File: config.mk
export PLATFORM = sky130hd
export DESIGN_NAME = vga_scan_driver
export DESIGN_NICKNAME = d
export VERILOG_FILES = /design/src/rtl/vga_scan_driver.sv
export SDC_FILE = /design/constraint.sdc
export NUM_CORES = 1
export LEC_CHECK = 0
export CAP_MARGIN = 20
export CELL_PAD_IN_SITES_DETAIL_PLACEMENT = 2
export CELL_PAD_IN_SITES_GLOBAL_PLACEMENT = 2
export CORE_MARGIN = 2
export CORE_UTILIZATION = 34
export DETAILED_ROUTE_END_ITERATION = 6
export GPL_TIMING_DRIVEN = 0
export HOLD_SLACK_MARGIN = 0.12
export PLACE_DENSITY = 0.82
export SLEW_MARGIN = 30
export SYNTH_ARGS = -nofsm -noshare
export SYNTH_HDL_FRONTEND = slang
export SYNTH_SLANG_ARGS = --single-unit
File: constraint.sdc
create_clock -name clk_vga -period 5.8 [get_ports clk_vga]
set_input_delay 1.74 -clock clk_vga [delete_from_list [all_inputs] [get_ports clk_vga]]
set_output_delay 1.74 -clock clk_vga [all_outputs]
set_load 0.03 [all_outputs]
File: src/rtl/vga_scan_driver.sv
// Raster timing generator for the 640x480@60 path: issues map coordinates,
// realigns blank/sync with the returned map colour and drives the VGA pins.
module vga_scan_driver #(
    parameter int MAP_LATENCY = 1,
    parameter int H_VIS       = 640,
    parameter int H_FP        = 16,
    parameter int H_SYNC      = 96,
    parameter int H_BP        = 48,
    parameter int V_VIS       = 480,
    parameter int V_FP        = 10,
    parameter int V_SYNC      = 2,
    parameter int V_BP        = 33
) (
    input  logic       clk_vga,
    input  logic       rst,
    output logic [9:0] CurrentX,
    output logic [8:0] CurrentY,
    input  logic [7:0] mapData,
    output logic       hsync,
    output logic       vsync,
    output logic [2:0] red,
    output logic [2:0] green,
    output logic [1:0] blue,
    output logic       frame_start
);

    localparam int H_TOTAL = H_VIS + H_FP + H_SYNC + H_BP;
    localparam int V_TOTAL = V_VIS + V_FP + V_SYNC + V_BP;

    localparam logic [9:0] C_H_LAST = 10'(H_TOTAL - 1);
    localparam logic [9:0] C_V_LAST = 10'(V_TOTAL - 1);
    localparam logic [9:0] C_H_VIS  = 10'(H_VIS);
    localparam logic [9:0] C_V_VIS  = 10'(V_VIS);
    localparam logic [9:0] C_HS_BEG = 10'(H_VIS + H_FP);
    localparam logic [9:0] C_HS_END = 10'(H_VIS + H_FP + H_SYNC - 1);
    localparam logic [9:0] C_VS_BEG = 10'(V_VIS + V_FP);
    localparam logic [9:0] C_VS_END = 10'(V_VIS + V_FP + V_SYNC - 1);

    typedef struct packed {
        logic vis;
        logic hs_n;
        logic vs_n;
        logic fs;
    } strobe_t;

    localparam strobe_t IDLE = '{vis: 1'b0, hs_n: 1'b1, vs_n: 1'b1, fs: 1'b0};

    logic [9:0] r_hcount;
    logic [9:0] r_vcount;
    logic [9:0] r_cur_x;
    logic [8:0] r_cur_y;
    logic       w_h_last;
    logic       w_v_last;
    logic       w_y_vis;
    strobe_t    w_raw;
    strobe_t    w_align;
    strobe_t    r_pipe [MAP_LATENCY + 1];
    logic [7:0] r_rgb;
    logic       r_hsync;
    logic       r_vsync;
    logic       r_fs;

    assign w_h_last = (r_hcount == C_H_LAST);
    assign w_v_last = (r_vcount == C_V_LAST);
    assign w_y_vis  = (r_vcount < C_V_VIS);

    // Both counters return to 0 on the same edge at the end of the frame.
    always_ff @(posedge clk_vga) begin
        if (rst) begin
            r_hcount <= '0;
            r_vcount <= '0;
        end else if (w_h_last) begin
            r_hcount <= '0;
            r_vcount <= w_v_last ? '0 : r_vcount + 10'd1;
        end else begin
            r_hcount <= r_hcount + 10'd1;
        end
    end

    always_comb begin
        w_raw      = IDLE;
        w_raw.vis  = (r_hcount < C_H_VIS) && w_y_vis;
        w_raw.hs_n = !((r_hcount >= C_HS_BEG) && (r_hcount <= C_HS_END));
        w_raw.vs_n = !((r_vcount >= C_VS_BEG) && (r_vcount <= C_VS_END));
        w_raw.fs   = (r_hcount == '0) && (r_vcount == '0);
    end

    // Y is clamped in vertical blanking so the 9-bit bus never aliases.
    always_ff @(posedge clk_vga) begin
        if (rst) begin
            r_cur_x <= '0;
            r_cur_y <= '0;
        end else begin
            r_cur_x <= r_hcount;
            r_cur_y <= w_y_vis ? r_vcount[8:0] : 9'd0;
        end
    end

    // Stage 0 sits beside the coordinates; the last stage meets mapData.
    always_ff @(posedge clk_vga) begin
        if (rst) begin
            for (int i = 0; i <= MAP_LATENCY; i++) begin
                r_pipe[i] <= IDLE;
            end
        end else begin
            r_pipe[0] <= w_raw;
            for (int i = 1; i <= MAP_LATENCY; i++) begin
                r_pipe[i] <= r_pipe[i-1];
            end
        end
    end

    assign w_align = r_pipe[MAP_LATENCY];

    always_ff @(posedge clk_vga) begin
        if (rst) begin
            r_rgb   <= '0;
            r_hsync <= 1'b1;
            r_vsync <= 1'b1;
            r_fs    <= 1'b0;
        end else begin
            r_rgb   <= w_align.vis ? mapData : 8'h00;
            r_hsync <= w_align.hs_n;
            r_vsync <= w_align.vs_n;
            r_fs    <= w_align.fs;
        end
    end

    assign CurrentX    = r_cur_x;
    assign CurrentY    = r_cur_y;
    assign red         = r_rgb[7:5];
    assign green       = r_rgb[4:2];
    assign blue        = r_rgb[1:0];
    assign hsync       = r_hsync;
    assign vsync       = r_vsync;
    assign frame_start = r_fs;

endmodule

======== After elaboration in Yosys (flattened, before gate mapping) ========
Memory sizes are Yosys's and may differ from the RTL's.
Cells that the tools add are included.
word-level totals
  output and inout port bits .............. 30
  register bits ........................... 50
  RAM bits ................................ 8
  word-level logic and storage cells ...... 40
  input bits .............................. 10
  memories ................................ 1
cells by class
  $add $sub $neg .......................... 2
  mux-type cells .......................... 6
  order comparisons ....................... 6
  equality and inequality tests ........... 2
  reductions and logical operators ........ 11
  bitwise operators ....................... 4
memories
  memory  words  width  rd ports  clocked after Yosys merged registers in  write ports  RTL line  RTL
  r_pipe  2      4      2         0                                        2            57        strobe_t r_pipe [MAP_LATENCY + 1];
operators with widths
  kind                   count
  $add 10x1->10 const B  2
  $eq 10x10->1 const B   2
  $logic_not 10->1       2
  $ge 10x10->1 const B   1
  $ge 10x9->1 const B    1
  $le 10x10->1 const B   1
  $le 10x9->1 const B    1
  $lt 10x10->1 const B   1
  $lt 10x9->1 const B    1
  $mux 10                1
  $mux 4                 2
  $reduce_or 2->1        3
  $logic_and 1x1->1      4
  $mux 1                 3
  $logic_not 1->1        2
  $not 1->1              2
  $or 1x1->1             2

======== Depth between registers and ports, before layout ========
Gate-level depths: netlist (run 1).
  depth in word-level cells ............... 4
  mapped depth ............................ 7
  gate-level depth less buffers ........... 6

======== Least setup slack after synthesis (run 1) ========
No wires, ideal clock.
  path type ............................... in2reg
  start ................................... input port rst
  end ..................................... memory r_pipe[0][1] in the netlist's numbering
  path slack .............................. 3.216 ns
  arrival ................................. 2.457 ns
  setup time .............................. 0.127 ns
  stages .................................. 4
  required time ........................... 5.673 ns
  cell sequence ........................... clkbuf_1 > nor3_1 > nand3b_1 > or3_1
RTL lines
  what         RTL line  RTL
  from (decl)  15        input logic rst,
  to (decl)    57

======== Worst setup path after layout (run 1) ========
  start ................................... register r_cur_y[2], in the netlist CurrentY[2]
  end ..................................... output port CurrentY[2]
RTL lines
  what                    RTL line  RTL
  from (decl)             51        logic [8:0] r_cur_y;
  from (signal assigned)  95        r_cur_y <= w_y_vis ? r_vcount[8:0] : 9'd0;
  to (decl)               17        output logic [8:0] CurrentY,
No word-level cell between the ends.

==> results of run 1 <==
routing by layer:
metal	up-vias	GRT usage [%]	wire [microns]
met5	-	0	0
met4	0	8.49	141
met2	36	30.9	3100
li1	801	-	-
met3	12	4.17	182
met1	808	21.3	2600
sequential cells by signal, summed over array words and instances (netlist names):
name / count
frame_start: 1
CurrentX: 10
CurrentY: 9
r_rgb: 8
r_vcount: 10
r_pipe: 8
vsync: 1
r_hcount: 10
hsync: 1
metrics by stage:
stage	instance area (sq um)	setup WS [ns]
after global routing	2760	2.66
final	2760	2.69
after floorplan	2110	3.22
after CTS	2760	2.67
after global placement	2590	2.99
after detailed placement	2590	2.93
report_power, final:
| part | internal, uW | switching [uW] | leakage, uW | total, uW |
|---|---|---|---|---|
| Clock | 164 | 170 | 0.0000851 | 335 |
| Sequential | 405 | 3.15 | 0.000470 | 408 |
| Combinational | 16.8 | 21.7 | 0.000463 | 38.5 |
final cells by class:
class / count / area, sq um / area share (%)
repair buffers: 38 / 380 / 13.8
flip-flops and latches: 58 / 1160 / 42.1
inverters: 7 / 26.3 / 0.952
clock inverters: 5 / 30.0 / 1.09
multi-input cells: 134 / 860 / 31.1
plain buffers: 13 / 67.6 / 2.45
well taps: 75 / 93.8 / 3.40
clock buffers: 11 / 141 / 5.12
layout by cell type (no fill, tap or decap), drive strengths merged, types with 6 or more instances in the layout:
| cell type | count |
|---|---|
| nor2 | 21 |
| clkdlybuf4s50 | 38 |
| nand3 | 6 |
| clkbuf | 16 |
| inv | 7 |
| dfxtp | 58 |
| nor4 | 9 |
| nand4 | 6 |
| nor3 | 6 |
| and2 | 17 |
| nor2b | 14 |
| buf | 8 |
| xnor2 | 9 |
| nand2 | 6 |
| or2 | 6 |
cell families (layout without fill, tap and decap cells):
kind of cell	count (synthesis)	in the layout	synth area share (%)
adder cells (fa/ha/maj)	4	4	2.37
buffers and inverters	20	74	4.44
AND/OR/NAND/NOR	104	104	28.6
multiplexers	1	1	0.473
XOR/XNOR	14	14	5.80
AO/OA/AOI/OAI	11	11	3.43
flip-flops	58	58	54.9
how the worst min path moves through the flow:
stage | to | slack [ns]
after CTS | r_pipe[0][6] | 0.43
after global routing | r_pipe[0][6] | 0.44
after global placement | hsync | 0.39
final | vsync | 0.43
after detailed placement | vsync | 0.40
after floorplan | hsync | 0.39
==> run metrics, run 1 <==
status finished clean; IO Pins 40; clk slew on worst S/H paths 0.08 ns; clk_skew 0.0123 ns; Fillers 622; post-placement cell count 325; CP startpoint CurrentY[2]; post-synthesis sequential area ratio 54.9%; Synth cell types 37; H-tree lvl count 3; DP HPWL 3860 microns; Pleak 0.00102 uW; CTS tree done; GR Overflow Total 0; Max-slew headroom 60.0%; R2R cell count 7; Pins Over Slew Limit 0; synthesized flop and latch total 58; critical path type reg -> out; Core Area 5960 sq um; fmax 322 MHz; clock root cell clkbuf_8; RSZ-0062 raised after global routing no; WP data required 4.06 ns; hold path cells 1; Syn Nets 226; main flop type after synthesis dfxtp_1; synthesis-to-layout area growth 30.5%; Largest stage delay, worst path 0.68 ns; Row Count 28; Fin Hold WS 0.428 ns; Post-synth top cells dfxtp_1 (58), nor2_1 (21), and2_1 (17); starting density of the core 35.5%; Final Hold Fails 0; vias in the first global route 1,813; Die Y 82.9 microns; Via density 4.86; maximum clock insertion buffer count 2; hold_sp r_pipe[0][5]; CP endpoint kind output pin; r2r setup slk 3.63 ns; initial antenna violation count 0; family with the most delay on the worst path buffers and inverters; largest net degree at the start of global routing 11; Clock Sinks 58; buffers inserted by post-CTS timing repair 0; final net count 275; post-cts sizing count 0; die area 6870 sq um; worst slew pin tran 0.595 ns; area leader, netlist dfxtp_1; P per Cell Area 283 nW/um^2; FF-to-FF End r_hcount[3]; EDFF count, synth 0; Post-Layout Cell Count 341; synth warn 0; gpl congestion 0.772; CP Buf/Inv Count 1; CP Launch Type flop; critical path depth 1; DR pass1 iterations 4; TNS Setup 0 ns; port buffer count 38; drt initial violations 68; Vias 1,657; die span in x 82.9 microns; layout cells sized above 1 12.8%; VDD IR max 0.122 mV; CP arrival 1.37 ns; CTS Buf Count 9; Max Fanout on Critical Path 1; Post-Route WL 6020 microns; first-pass GRT wire length 9680 microns; Avg Inst Size Synth 9.97 sq um; Cell Chain, Critical Path clkdlybuf4s50_1; setup-violating endpoint count in the final report 0; Worst R2R Start r_hcount[6]; Max-cap violations 0; # diodes 0; gr usage total 18.1%; Yosys top cell area share 54.9%; most common cell in the netlist dfxtp_1; HP Class reg -> reg; slowest CP cell clkdlybuf4s50_1; Clock Latency Late Sink 0.34 ns; synth top area cells dfxtp_1 (55%), and2_1 (5.0%), nor2b_1 (4.1%), nor2_1 (3.7%), xnor2_1 (3.7%); WL per Instance 17.7 microns; final worst-path cycle share 53.5%; DRC violations left 0; Layout Utilization 46.3%; hold buffers post-CTS 0; Critical Path End CurrentY[2]; Min Clock Period, post-route 3.11 ns; ys async rst share 0%; remaining antenna violation count 0; Post-Syn Area 2110 sq um; Power, Total 781 uW; cells after synthesis 212
Power figures use the tool's default switching activity.
==> run 2, diff against run 1 <==
--- a/config.mk
+++ b/config.mk
@@ -9,11 +9,11 @@
 export CELL_PAD_IN_SITES_DETAIL_PLACEMENT = 2
 export CELL_PAD_IN_SITES_GLOBAL_PLACEMENT = 2
 export CORE_MARGIN = 2
-export CORE_UTILIZATION = 34
+export CORE_UTILIZATION = 31
 export DETAILED_ROUTE_END_ITERATION = 6
 export GPL_TIMING_DRIVEN = 0
 export HOLD_SLACK_MARGIN = 0.12
-export PLACE_DENSITY = 0.82
+export PLACE_DENSITY = 0.75
 export SLEW_MARGIN = 30
 export SYNTH_ARGS = -nofsm -noshare
 export SYNTH_HDL_FRONTEND = slang
==> constraint.sdc (replaced) <==
create_clock -name clk_vga -period 3.1 [get_ports clk_vga]
set_input_delay 0.93 -clock clk_vga [delete_from_list [all_inputs] [get_ports clk_vga]]
set_output_delay 0.93 -clock clk_vga [all_outputs]
set_load 0.03 [all_outputs]
==> run 2 against run 1 <==
Critical path depth unchanged. Combinational power is 79% higher. Critical path type unchanged. Count of clock-buffer cells in the layout stayed put. Power increased by 100%. Largest cell class unchanged.
==> run metrics, run 2 (synthesis results as in run 1) <==
status finished clean; family with the most delay on the worst path buffers and inverters; Fillers 723 (+16%); # diodes 0 (unchanged); CP Buf/Inv Count 1 (unchanged); Vias 1,653 (-0.24%); Die Y 86.6 microns (+4.5%); buffers inserted by post-CTS timing repair 0 (unchanged); maximum clock insertion buffer count 2 (unchanged); WL per Instance 14.9 microns (-16%); vias in the first global route 1,704 (-6.0%); commonest non-fill, non-tap cell in the layout dfxtp_1; Max Fanout on Critical Path 1 (unchanged); clk_skew 0.00982 ns (-0.00249 ns); Max-slew headroom 61.9% (+1.9 points); drt initial violations 60 (-12%); Pins Over Slew Limit 0 (unchanged); CP Launch Type flop; final net count 275 (unchanged); CTS tree done; Max-cap violations 0 (unchanged); critical path type reg -> out; initial antenna violation count 0 (unchanged); Clock Sinks 58 (unchanged); Final Hold Fails 0 (unchanged); first-pass GRT wire length 8390 microns (-13%); VDD IR max 0.196 mV (+60%); RSZ-0062 raised after global routing no; layout cells sized above 1 12.8% (unchanged); CP arrival 1.33 ns (-0.04 ns); die area 7500 sq um (+9.2%); setup-violating endpoint count in the final report 0 (unchanged); P per Cell Area 568 nW/um^2 (+100%); worst slew pin tran 0.567 ns (-0.0279 ns); WP data required 2.17 ns (-1.89 ns); clock root cell clkbuf_8; DP HPWL 3690 microns (-4.5%); port buffer count 38 (unchanged); largest net degree at the start of global routing 11 (unchanged); Cell Area, Placed 2590 sq um (+0.24%); post-cts sizing count 0 (unchanged); DRC violations left 0 (unchanged); Largest stage delay, worst path 0.66 ns (-0.02 ns); IO Pins 40 (unchanged); TNS Setup 0 ns (unchanged); remaining antenna violation count 0 (unchanged); CTS Buf Count 9 (unchanged); gpl congestion 0.721 (-6.6%); hold buffers post-CTS 0 (unchanged); clk slew on worst S/H paths 0.07 ns (about the same); synthesis-to-layout area growth 33.1%; DR pass1 iterations 4 (unchanged); Post-Route WL 5140 microns (-15%); Core Area 6680 sq um (+12%); gr usage total 14.8% (-3.3 points); starting density of the core 31.6% (-3.9 points); slowest CP cell clkdlybuf4s50_1; die span in x 86.6 microns (+4.5%); Via density 4.78 (-1.7%); Cell Chain, Critical Path clkdlybuf4s50_1; fmax 443 MHz; Clock Latency Late Sink 0.34 ns (about the same); post-route cell area 2810 sq um (+1.9%); GR Overflow Total 0 (unchanged); Pleak 0.00104 uW (+2.4%); Row Count 30 (+7.1%); CP endpoint kind output pin; H-tree lvl count 3 (unchanged); Min Clock Period, post-route 2.26 ns; commonest cells after routing, fill and taps aside dfxtp_1 (58), clkdlybuf4s50_1 (38), nor2_1 (21); HP Class reg -> reg; final worst-path cycle share 72.8%
==> run 2: changes by cell type in the layout (fill, tap and decap cells not counted), sizes merged <==
cell | previous run | this run
bufinv | 0 | 2
clkinv | 3 | 2
clkinvlp | 2 | 1
==> run 2: layout make-up <==
| class | instances | area, sq um | share of cell area (%) |
|---|---|---|---|
| Multi-Input combinational cell | 134 | 860 | 30.5 |
| Inverter | 7 | 26.3 | 0.934 |
| Clock buffer | 11 | 141 | 5.02 |
| Clock inverter | 5 | 77.6 | 2.76 |
| Buffer | 13 | 67.6 | 2.40 |
| Sequential cell | 58 | 1160 | 41.3 |
| Tap cell | 80 | 100 | 3.56 |
| Timing Repair Buffer | 38 | 380 | 13.5 |
==> run 2: per-stage QoR <==
stage                     instances  util (%)  power, uW  hold WS [ns]  setup WS, ns
after CTS                       346      42.1       1630         0.418         0.806
after global routing            346      42.1       1670         0.429         0.770
final                           346      42.1       1600         0.412         0.844
after detailed placement        330      38.8        850         0.403         0.948
after floorplan                 212         -        818         0.389          1.25
after global placement          330      38.8        847         0.391          1.01
==> run 2: worst register-to-register path, stage by stage (launching register included) <==
cell and delay, ns:
dfxtp_1 0.30, buf_2 0.19, or2_2 0.29, clkbuf_1 0.17, nor3_1 0.51, or2_2 0.20, clkbuf_1 0.26, nor2_1 0.09
==> run 2: worst paths after layout <==
kind	startpoint	end	slack (ns)	depth (start not counted)
worst min-delay path	r_pipe[0][2]	r_pipe[0][6]	0.41	1
worst min register to register	r_pipe[0][2]	r_pipe[0][6]	0.41	1
worst max-delay path	CurrentX[6]	CurrentX[6]	0.84	1
worst max register to register	r_hcount[6]	r_hcount[3]	0.97	7
==> run 2: routing by layer <==
layer	track usage [%]	wire, microns	vias up	share of wire (%)
met5	0	0	-	0
met4	6.68	90	0	1.8
met3	4.48	188	8	3.7
met2	23.6	2490	37	48
met1	18.4	2370	810	46
li1	-	-	798	-
==> run 2: power by group <==
| group | leakage, uW | internal (uW) | total [uW] | switching (uW) |
|---|---|---|---|---|
| clock | 0.000109 | 472 | 767 | 295 |
| combinational | 0.000463 | 31.2 | 68.9 | 37.7 |
| sequential | 0.000470 | 758 | 763 | 5.47 |
| total | 0.00104 | 1260 | 1600 | 338 |
==> run 3, diff against run 2 <==
--- a/config.mk
+++ b/config.mk
@@ -9,11 +9,11 @@
 export CELL_PAD_IN_SITES_DETAIL_PLACEMENT = 2
 export CELL_PAD_IN_SITES_GLOBAL_PLACEMENT = 2
 export CORE_MARGIN = 2
-export CORE_UTILIZATION = 31
+export CORE_UTILIZATION = 28
 export DETAILED_ROUTE_END_ITERATION = 6
 export GPL_TIMING_DRIVEN = 0
 export HOLD_SLACK_MARGIN = 0.12
-export PLACE_DENSITY = 0.75
+export PLACE_DENSITY = 0.72
 export SLEW_MARGIN = 30
 export SYNTH_ARGS = -nofsm -noshare
 export SYNTH_HDL_FRONTEND = slang
==> constraint.sdc (replaced) <==
create_clock -name clk_vga -period 2.04 [get_ports clk_vga]
set_input_delay 0.612 -clock clk_vga [delete_from_list [all_inputs] [get_ports clk_vga]]
set_output_delay 0.612 -clock clk_vga [all_outputs]
set_load 0.03 [all_outputs]
==> run 3 against run 2 <==
Flip-flop and latch count unchanged. Count of clock-buffer cells in the layout unchanged. Clock skew decreased by 0.0031 ns. Power increased by 53%. Via count increased by 1.9%.
==> run metrics, run 3 (synthesis results as in run 1) <==
CP Buf/Inv Count 1 (unchanged); vias in the first global route 1,764 (+3.5%); critical path type reg -> out; Worst R2R Start r_hcount[0]; multi-input logic area 898 sq um (+4.5%); largest net degree at the start of global routing 11 (unchanged); CP startpoint CurrentX[2]; hold_sp r_pipe[0][6]; initial antenna violation count 0 (unchanged); critical path depth 1 (unchanged); final worst-path cycle share 94.8%; CTS tree done; Fillers 819 (+13%); post-route setup slack 0.105 ns (-0.739 ns); Vias 1,685 (+1.9%); clk_skew 0.00667 ns (-0.00315 ns); slowest CP cell clkdlybuf4s50_1; VDD IR max 0.336 mV (+72%); CP arrival 1.32 ns (about the same); H-tree lvl count 3 (unchanged); R2R cell count 5 (-2); RSZ-0062 raised after global routing no; remaining antenna violation count 0 (unchanged); synthesis-to-layout area growth 37.4%; Fin Hold WS 0.421 ns (+0.00832 ns); fmax 517 MHz; GR Overflow Total 0 (unchanged); CP endpoint kind output pin; FF-to-FF End r_vcount[9]; IO Pins 40 (unchanged); clk slew on worst S/H paths 0.07 ns (about the same); Clock Latency Late Sink 0.33 ns (about the same); WL per Instance 14.4 microns (-3.2%); worst slew pin tran 0.573 ns (+0.00590 ns); maximum clock insertion buffer count 2 (unchanged); Max Fanout on Critical Path 1 (unchanged); die area 8260 sq um (+10%); TNS Setup 0 ns (unchanged); Post-Route WL 5290 microns (+3.0%); first-pass GRT wire length 8960 microns (+6.7%); Core Area 7290 sq um (+9.1%); hold buffers post-CTS 0 (unchanged); Row Count 31 (+3.3%); commonest cells after routing, fill and taps aside dfxtp_1 (56), clkdlybuf4s50_1 (38), nor2_1 (21); Post-Place Worst Slack -0.0786 ns (-1.03 ns); Via density 4.58 (-4.2%); layout cells sized above 1 16.0% (+3.2 points); HP Class reg -> reg; final net count 278 (+1.1%); Cell Chain, Critical Path clkdlybuf4s50_1; Pleak 0.00106 uW (+1.4%); Pins Over Slew Limit 0 (unchanged); r2r setup slk 0.11 ns (-0.86 ns); drt initial violations 65 (+8.3%); WP data required 1.43 ns (-0.74 ns); P per Cell Area 839 nW/um^2 (+48%); Max-slew headroom 61.5% (-0.40 points); Max-cap violations 0 (unchanged); Die Y 90.9 microns (+5.0%); setup-violating endpoint count in the final report 0 (unchanged); # diodes 0 (unchanged); DP HPWL 3600 microns (-2.3%); Final Hold Fails 0 (unchanged); CTS Buf Count 9 (unchanged); DRC violations left 0 (unchanged); status finished clean; family with the most delay on the worst path buffers and inverters; Min Clock Period, post-route 1.93 ns; gr usage total 13.8% (-1.0 points); port buffer count 38 (unchanged); DR pass1 iterations 4 (unchanged); starting density of the core 29.0% (-2.7 points); Clock Sinks 58 (unchanged); CP Launch Type flop; Critical Path End CurrentX[2]; commonest non-fill, non-tap cell in the layout dfxtp_1; clock root cell clkbuf_8; Largest stage delay, worst path 0.68 ns (+0.02 ns); die span in x 90.9 microns (+5.0%); FF+latch area 1160 sq um (+0.22%); gpl congestion 0.729 (+1.1%)
[run 3: repair_timing]
item / 4_1_cts / 5_1_grt
endpoints found under the setup margin: 9 / 17
pin swaps: 0 / 1
gates resized for setup: 2 / 6
buffers inserted: 0 / 4
[run 3: power by group]
part | switching, uW | internal (uW) | total (uW)
combinational | 56.6 | 48.3 | 105
clock | 455 | 717 | 1170
sequential | 9.70 | 1150 | 1160
[run 3: cell type report]
cell class,instances,share of cell area (%)
buffer,12,2.20
tap,99,4.26
inverter,7,0.904
multi-input combinational,134,30.9
clock inverter,5,2.67
sequential,58,40.1
clock buffer,11,4.87
timing repair buffer,42,14.1
[run 3: worst min-delay path by stage]
stage	to	slack [ns]	cells after the start
after floorplan	hsync	0.39	1
after global placement	r_pipe[0][6]	0.39	1
after detailed placement	r_pipe[0][6]	0.40	1
after CTS	hsync	0.42	1
after global routing	hsync	0.44	1
final	hsync	0.42	1
[run 3: per-stage QoR]
| stage | utilization (%) | total power (uW) | cells | instance area (sq um) |
|---|---|---|---|---|
| final | 39.8 | 2440 | 368 | 2910 |
| after global routing | 39.8 | 2530 | 368 | 2910 |
| after floorplan | - | 1240 | 212 | 2110 |
| after detailed placement | 35.9 | 1290 | 349 | 2620 |
| after CTS | 39.0 | 2460 | 365 | 2850 |
| after global placement | 35.9 | 1290 | 349 | 2620 |
[run 3: routing by layer]
metal | vias up | routed length [microns] | GRT usage (%)
met1 | 828 | 2380 | 16.8
met3 | 9 | 161 | 2.75
met5 | - | 0 | 0
met2 | 38 | 2640 | 22.8
li1 | 810 | - | -
met4 | 0 | 114 | 7.58
